**config.mk**
```make
export PLATFORM = sky130hd
export DESIGN_NAME = mmio_master_bridge_flat
export DESIGN_NICKNAME = d
export VERILOG_FILES = /design/src/rtl/mmio_master_bridge_if.sv /design/src/rtl/mmio_master_bridge.sv /design/src/flat_wrapper.sv
export SDC_FILE = /design/constraint.sdc
export NUM_CORES = 1
export LEC_CHECK = 0
export ABC_CLOCK_PERIOD_IN_PS = 1850
export CAP_MARGIN = 20
export CORE_ASPECT_RATIO = 1.5
export CORE_MARGIN = 5
export CORE_UTILIZATION = 33
export DETAILED_ROUTE_END_ITERATION = 6
export GPL_TIMING_DRIVEN = 0
export HOLD_SLACK_MARGIN = 0.02
export PLACE_DENSITY = 0.8
export SYNTH_ARGS = -nofsm -noshare
export SYNTH_HDL_FRONTEND = slang
export SYNTH_SLANG_ARGS = --single-unit
```
**constraint.sdc**
```tcl
create_clock -name clk -period 1.85 [get_ports clk]
set_clock_uncertainty 0.15 [all_clocks]
set_input_delay 0.37 -clock clk [delete_from_list [all_inputs] [get_ports clk]]
set_output_delay 0.37 -clock clk [all_outputs]
set_load 0.05 [all_outputs]
```
**src/rtl/mmio_master_bridge_if.sv**
```systemverilog
// mmio_master_bridge_if: registered MMIO valid/ready request bus between the
// bridge (initiator) and the peripheral block (responder).
//
// Signals:
//   mmio_valid  request, held until mmio_ready is sampled
//   mmio_write  1 = write, 0 = read
//   mmio_addr   byte address
//   mmio_wdata  write data
//   mmio_wstrb  byte strobes
//   mmio_rdata  responder read data, valid with mmio_ready
//   mmio_ready  responder acknowledge, single-cycle registered pulse
//
// Modports: master (bridge side), slave (responder side).
interface mmio_master_bridge_if;
    logic        mmio_valid;
    logic        mmio_write;
    logic [31:0] mmio_addr;
    logic [31:0] mmio_wdata;
    logic [3:0]  mmio_wstrb;
    logic [31:0] mmio_rdata;
    logic        mmio_ready;

    modport master (
        output mmio_valid,
        output mmio_write,
        output mmio_addr,
        output mmio_wdata,
        output mmio_wstrb,
        input  mmio_rdata,
        input  mmio_ready
    );

    modport slave (
        input  mmio_valid,
        input  mmio_write,
        input  mmio_addr,
        input  mmio_wdata,
        input  mmio_wstrb,
        output mmio_rdata,
        output mmio_ready
    );
endinterface

```
**src/rtl/mmio_master_bridge.sv**
```systemverilog
// mmio_master_bridge: initiator side of the MMIO valid/ready protocol.
// Converts a PicoRV32-style native request (valid held until ready), already
// decoded to the peripheral window, into a registered MMIO request, waits for
// the responder's single-cycle acknowledge and returns a one-cycle cpu_ready
// with read data.
//
// Build option: define MMIO_TIMEOUT_EN to abort requests that see no
// mmio_ready within TIMEOUT_CYCLES cycles and record them in bus_err/err_addr.
// Without it, requests wait forever and bus_err/err_addr are tied to 0.
//
// Ports:
//   clk, resetn   clock, synchronous active-low reset
//   cpu_valid     CPU request, held until cpu_ready
//   cpu_addr      byte address
//   cpu_wdata     write data
//   cpu_wstrb     byte strobes; nonzero = write, zero = read
//   cpu_rdata     read data, valid while cpu_ready = 1
//   cpu_ready     one-cycle completion pulse
//   mmio          MMIO request bus (master modport)
//   bus_err       sticky timeout flag
//   err_addr      address of the first timed-out request since last clear
//   err_clear     clears bus_err and err_addr
module mmio_master_bridge #(
    parameter int unsigned TIMEOUT_CYCLES = 4096,
    parameter logic [31:0] ERR_RDATA      = 32'hDEADBEEF
) (
    input  logic                        clk,
    input  logic                        resetn,

    input  logic                        cpu_valid,
    input  logic [31:0]                 cpu_addr,
    input  logic [31:0]                 cpu_wdata,
    input  logic [3:0]                  cpu_wstrb,
    output logic [31:0]                 cpu_rdata,
    output logic                        cpu_ready,

    mmio_master_bridge_if.master        mmio,

    output logic                        bus_err,
    output logic [31:0]                 err_addr,
    input  logic                        err_clear
);

    typedef enum logic [1:0] {
        StIdle,
        StReq,
        StDone
    } state_e;

    state_e state_q;

`ifdef MMIO_TIMEOUT_EN
    logic [31:0] tmo_cnt_q;
    logic        tmo_hit;

    assign tmo_hit = (tmo_cnt_q == 32'(TIMEOUT_CYCLES - 32'd1));
`else
    logic unused_cfg;

    assign bus_err    = 1'b0;
    assign err_addr   = '0;
    assign unused_cfg = err_clear ^ (TIMEOUT_CYCLES == 0) ^ (^ERR_RDATA);
`endif

    always_ff @(posedge clk) begin
        if (!resetn) begin
            state_q         <= StIdle;
            mmio.mmio_valid <= 1'b0;
            mmio.mmio_write <= 1'b0;
            mmio.mmio_addr  <= '0;
            mmio.mmio_wdata <= '0;
            mmio.mmio_wstrb <= '0;
            cpu_ready       <= 1'b0;
            cpu_rdata       <= '0;
`ifdef MMIO_TIMEOUT_EN
            tmo_cnt_q       <= '0;
            bus_err         <= 1'b0;
            err_addr        <= '0;
`endif
        end else begin
`ifdef MMIO_TIMEOUT_EN
            // A timeout below overrides a simultaneous clear.
            if (err_clear) begin
                bus_err  <= 1'b0;
                err_addr <= '0;
            end
`endif
            unique case (state_q)
                StIdle: begin
                    if (cpu_valid) begin
                        mmio.mmio_valid <= 1'b1;
                        mmio.mmio_write <= |cpu_wstrb;
                        mmio.mmio_addr  <= cpu_addr;
                        mmio.mmio_wdata <= cpu_wdata;
                        mmio.mmio_wstrb <= cpu_wstrb;
                        state_q         <= StReq;
`ifdef MMIO_TIMEOUT_EN
                        tmo_cnt_q       <= '0;
`endif
                    end
                end
                StReq: begin
                    // Dropping valid on the acknowledging edge keeps the
                    // responder from issuing a second ack for this request.
                    if (mmio.mmio_ready) begin
                        mmio.mmio_valid <= 1'b0;
                        cpu_ready       <= 1'b1;
                        cpu_rdata       <= mmio.mmio_write ? '0 : mmio.mmio_rdata;
                        state_q         <= StDone;
                    end
`ifdef MMIO_TIMEOUT_EN
                    else if (tmo_hit) begin
                        mmio.mmio_valid <= 1'b0;
                        cpu_ready       <= 1'b1;
                        cpu_rdata       <= mmio.mmio_write ? '0 : ERR_RDATA;
                        bus_err         <= 1'b1;
                        // Keep the first error; a same-cycle clear discards
                        // the old record so this one becomes the first.
                        if (!bus_err || err_clear) begin
                            err_addr <= mmio.mmio_addr;
                        end
                        state_q         <= StDone;
                    end else begin
                        tmo_cnt_q <= tmo_cnt_q + 32'd1;
                    end
`endif
                end
                StDone: begin
                    // cpu_valid is still high from the finished request here.
                    cpu_ready <= 1'b0;
                    cpu_rdata <= '0;
                    state_q   <= StIdle;
                end
                default: begin
                    state_q <= StIdle;
                end
            endcase
        end
    end

endmodule
```
**src/flat_wrapper.sv**
```systemverilog
// flat-port wrapper written by rule: the top's interface ports become plain ports
module mmio_master_bridge_flat 
#(
    parameter int unsigned TIMEOUT_CYCLES = 4096,
    parameter logic [31:0] ERR_RDATA      = 32'hDEADBEEF
)
  (clk, resetn, cpu_valid, cpu_addr, cpu_wdata, cpu_wstrb, cpu_rdata, cpu_ready, bus_err, err_addr, err_clear, mmio_mmio_valid, mmio_mmio_write, mmio_mmio_addr, mmio_mmio_wdata, mmio_mmio_wstrb, mmio_mmio_rdata, mmio_mmio_ready);
  mmio_master_bridge_if mmio_i ();
  input  logic clk;
  input  logic resetn;
  input  logic cpu_valid;
  input  logic [31:0] cpu_addr;
  input  logic [31:0] cpu_wdata;
  input  logic [3:0] cpu_wstrb;
  output logic [31:0] cpu_rdata;
  output logic cpu_ready;
  output logic bus_err;
  output logic [31:0] err_addr;
  input  logic err_clear;
  output wire logic [$bits(mmio_i.mmio_valid)-1:0] mmio_mmio_valid;
  output wire logic [$bits(mmio_i.mmio_write)-1:0] mmio_mmio_write;
  output wire logic [$bits(mmio_i.mmio_addr)-1:0] mmio_mmio_addr;
  output wire logic [$bits(mmio_i.mmio_wdata)-1:0] mmio_mmio_wdata;
  output wire logic [$bits(mmio_i.mmio_wstrb)-1:0] mmio_mmio_wstrb;
  input wire logic [$bits(mmio_i.mmio_rdata)-1:0] mmio_mmio_rdata;
  input wire logic [$bits(mmio_i.mmio_ready)-1:0] mmio_mmio_ready;
  assign mmio_mmio_valid = mmio_i.mmio_valid;
  assign mmio_mmio_write = mmio_i.mmio_write;
  assign mmio_mmio_addr = mmio_i.mmio_addr;
  assign mmio_mmio_wdata = mmio_i.mmio_wdata;
  assign mmio_mmio_wstrb = mmio_i.mmio_wstrb;
  assign mmio_i.mmio_rdata = mmio_mmio_rdata;
  assign mmio_i.mmio_ready = mmio_mmio_ready;
  mmio_master_bridge #(.TIMEOUT_CYCLES(TIMEOUT_CYCLES), .ERR_RDATA(ERR_RDATA)) u_core (.clk(clk), .resetn(resetn), .cpu_valid(cpu_valid), .cpu_addr(cpu_addr), .cpu_wdata(cpu_wdata), .cpu_wstrb(cpu_wstrb), .cpu_rdata(cpu_rdata), .cpu_ready(cpu_ready), .mmio(mmio_i), .bus_err(bus_err), .err_addr(err_addr), .err_clear(err_clear));
endmodule
```
==> qor_table.md <==
| Quantity | This run |
|---|---|
| Cell at the root of the clock tree | sky130_fd_sc_hd__clkbuf_16 |
| Wirelength per Cell | 15.7 µm |
| Cell family with the largest share of critical-path delay | buffers and inverters |
| Cell internal pwr | 3.96 mW |
| Synth top area share | 54.1% |
| Number of warnings issued by yosys | 0 |
| Count of cell types in the netlist | 26 |
| Critical path type | reg -> out |
| Result of the run | finished, final reports clean |
| Power density over the cells | 903 mW/mm² |
| Number of antenna violations at the first check in global routing | 0 |
| Biggest cell delay along the critical path | 550 ps |
| Post-placement cell area | 0.00625 mm² |
| Share of synthesized registers carrying an async set or reset | 0% |
| Skew-Pair Late Insertion Delay | 340 ps |
| Final instance area | 0.00643 mm² |
| Highest clock rate | 558 MHz |
| Post-layout min period | 1790 ps |
| Number of fill cells in the layout | 1049 |
| Top_reg_cell synth | sky130_fd_sc_hd__dfxtp_1 |
| Number of synthesized flops with an enable pin | 0 |
| Critical path, cell by cell | dlygate4sd2_1 |
| Critical-path top delay cell | sky130_fd_sc_hd__dlygate4sd2_1 |
| HP Class | in -> reg |
| Leading area contributor after synthesis | sky130_fd_sc_hd__dfxtp_1 |
| Total I/O pin count | 241 |
| Mean post-synth cell area | 9.02 µm² |
| TritonCTS clock tree | yes |
| Cts bufs inserted | 9 |
| Wire length after detailed routing | 13.1 mm |
| Share of the yosys chip area belonging to registers | 54.1% |
| Critical path arrival | 1270 ps |
| Diode insertion count for antenna repair | 0 |
| Vias in the first global route | 4063 |
| Switching component of the power | 1.84 mW |
| Combinational share of power | 24.6% |
| DRC violation count after routing | 0 |
| Via-per-instance ratio | 4.70 |
| Number of standard cells after synthesis | 431 |
| Leakage power summed over all cells | 3.04 nW |
| Final Total Pwr | 5.80 mW |
| DR pass1 iterations | 4 |
| Worst Setup End Kind | output pin |
| Clock sink count | 105 |
| GRT Total Usage | 17.7% |
| Area taken by multi-input logic gates | 0.00147 mm² |
| Detailed placement HPWL | 10.4 mm |
| # Max-Cap Violations | 0 |
| Sequential share of power | 42.6% |
| Period utilisation layout | 96.9% |
| Fin. max-slew vios | 0 |
| Fraction of power consumed by the clock network | 32.9% |
| Fin util | 55.8% |
| Routability congestion estimate from global placement | 0.870 |
| Setup repair after global routing missed its margin | false |
| CTS clock-pin slew for the worst setup and hold paths | 70 ps |
| DR vias | 3920 |
| IO buf count | 205 |
| Number of hold buffers added after cts | 0 |
| CTS HTree Levels | 3 |
| Slew at the pin closest to its max-slew limit | 583 ps |
| Width of the die | 98.6 µm |
| Antenna Violating Nets Remaining | 0 |
| Synthesis-stage register bit count | 105 |
| Final count of hold timing violations | 0 |
| Sequential Area | 0.00210 mm² |
| Biggest area contributors in the synthesized netlist | sky130_fd_sc_hd__dfxtp_1 (54%), sky130_fd_sc_hd__nand3_1 (8.8%), sky130_fd_sc_hd__a22o_1 (7.2%) |
| Num rows | 48 |
| Area enclosed by the die boundary | 0.0141 mm² |
| Cell Area, Synth | 0.00389 mm² |
| Pin count of the biggest net entering global routing | 18 |
| Clk buf depth | 2 |
| Maximum fanout count along the critical path | 2 |
| Relative area change from synthesis to final layout | 65.4% |
| Sort of element at the start of the critical path | flop |
| Max_slew headroom | 61.3% |
| Violation count after the first detailed-routing iteration | 103 |
| Top library cells by usage in the layout, fill and taps aside | sky130_fd_sc_hd__dfxtp_1 (105), sky130_fd_sc_hd__dlygate4sd2_1 (102), sky130_fd_sc_hd__clkdlybuf4s50_1 (101), sky130_fd_sc_hd__nand2_1 (69), sky130_fd_sc_hd__nand3_1 (68) |
| Overflow left after global routing | 0 |
| Leading cell type in the layout, fill and taps excluded | sky130_fd_sc_hd__dfxtp_1 |
| Required time at the worst-slack endpoint | 1330 ps |
| Total number of nets in the final design | 784 |
| Initial standard-cell utilization of the core | 33.7% |
| Switching fraction of total power | 31.7% |
| Die Height | 143 µm |
| Fraction of final layout cells with drive strength greater than 1 | 9.94% |
| First-pass GRT wire length | 20.0 mm |
| Critical path buffer and inverter count | 1 |
| Setup violators final | 0 |
| Peak supply drop | 0.549 mV |
| Core ar. | 0.0115 mm² |
-- power groups by stage --
| stage | Sequential [mW] | Combinational, mW | Clock, mW |
|---|---|---|---|
| floorplan | 2.98 | 0.470 | 0 |
| global placement | 2.52 | 1.50 | 0 |
| detailed placement | 2.52 | 1.52 | 0 |
| CTS | 2.47 | 1.43 | 1.97 |
| global route | 2.48 | 1.51 | 2.08 |
| finish | 2.47 | 1.43 | 1.91 |
-- stage by stage --
| step | setup TNS, ps | hold slack [ps] | instances | worst slack, ps |
|---|---|---|---|---|
| after detailed placement | -25930 | 297 | 818 | -400 |
| after global placement | -23540 | 295 | 818 | -371 |
| after CTS | 0 | 304 | 834 | 6.89 |
| after global routing | 0 | 255 | 834 | 20.0 |
| after floorplan | 0 | 345 | 463 | 317 |
| final | 0 | 257 | 834 | 57.8 |
-- registers in the layout, indices dropped and copies added, names as in the netlist --
| name | flops |
|---|---|
| u_core.cpu_rdata | 32 |
| u_core.mmio.mmio_addr | 32 |
| u_core.mmio.mmio_wdata | 32 |
| u_core.mmio.mmio_wstrb | 4 |
| u_core.state_q | 2 |
| u_core.cpu_ready | 1 |
| u_core.mmio.mmio_valid | 1 |
| u_core.mmio.mmio_write | 1 |
-- kinds of logic (layout without fill, tap and decap cells) --
logic type / after synthesis / count (layout) / share of synthesized area (%)
buf+inv: 72 / 292 / 11.6
flops: 105 / 105 / 54.1
other cells: 1 / 33 / 0.0965
simple gates: 147 / 148 / 17.2
compound gates: 105 / 105 / 16.8
mux: 1 / 1 / 0.257
-- layer usage --
layer	track usage [%]	wire, µm	vias up
met4	7.19	265	0
met5	0	0	-
met3	6.21	1120	18
li1	-	-	1921
met2	32.9	6860	185
met1	18.0	4810	1796
-- cell usage after synthesis, types with 2 or more instances --
cell type                  instances
sky130_fd_sc_hd__nand3_1          68
sky130_fd_sc_hd__nand2_1          69
sky130_fd_sc_hd__buf_6             6
sky130_fd_sc_hd__buf_1             7
sky130_fd_sc_hd__clkbuf_1         15
sky130_fd_sc_hd__nor2_1            2
sky130_fd_sc_hd__o21ai_0          30
sky130_fd_sc_hd__buf_4            33
sky130_fd_sc_hd__nor3b_1           2
sky130_fd_sc_hd__buf_2             8
sky130_fd_sc_hd__dfxtp_1         105
sky130_fd_sc_hd__inv_1             2
sky130_fd_sc_hd__a22o_1           32
sky130_fd_sc_hd__o21ai_1          40
-- path summary, 6_finish.rpt --
kind | startpoint | end | slack (ps) | cells past startpoint
setup / recovery | u_core.mmio.mmio_wdata[12] | mmio_mmio_wdata[12] | 60 | 1
hold / removal | cpu_valid | u_core.state_q[0] | 260 | 3
setup reg to reg | u_core.state_q[1] | u_core.cpu_rdata[26] | 200 | 4
hold reg to reg | u_core.mmio.mmio_wstrb[0] | u_core.mmio.mmio_wstrb[0] | 300 | 2
-- cell type report --
class | count | share of cell area, %
repair buffers | 205 | 30.0
clock buffers | 10 | 3.72
inverters | 2 | 0.117
flip-flops and latches | 105 | 32.7
well taps | 150 | 2.92
clock inverters | 6 | 1.01
plain buffers | 69 | 6.73
multi-input cells | 287 | 22.8
-- timing repair --
item,4_1_cts,5_1_grt
endpoints found under the setup margin,107,47
hold endpoints to repair,0,0
gates resized for setup,106,3
pin swaps,0,0
cloned,0,1
buffers inserted,0,0
Note: power is estimated with default switching activity, not from simulation.
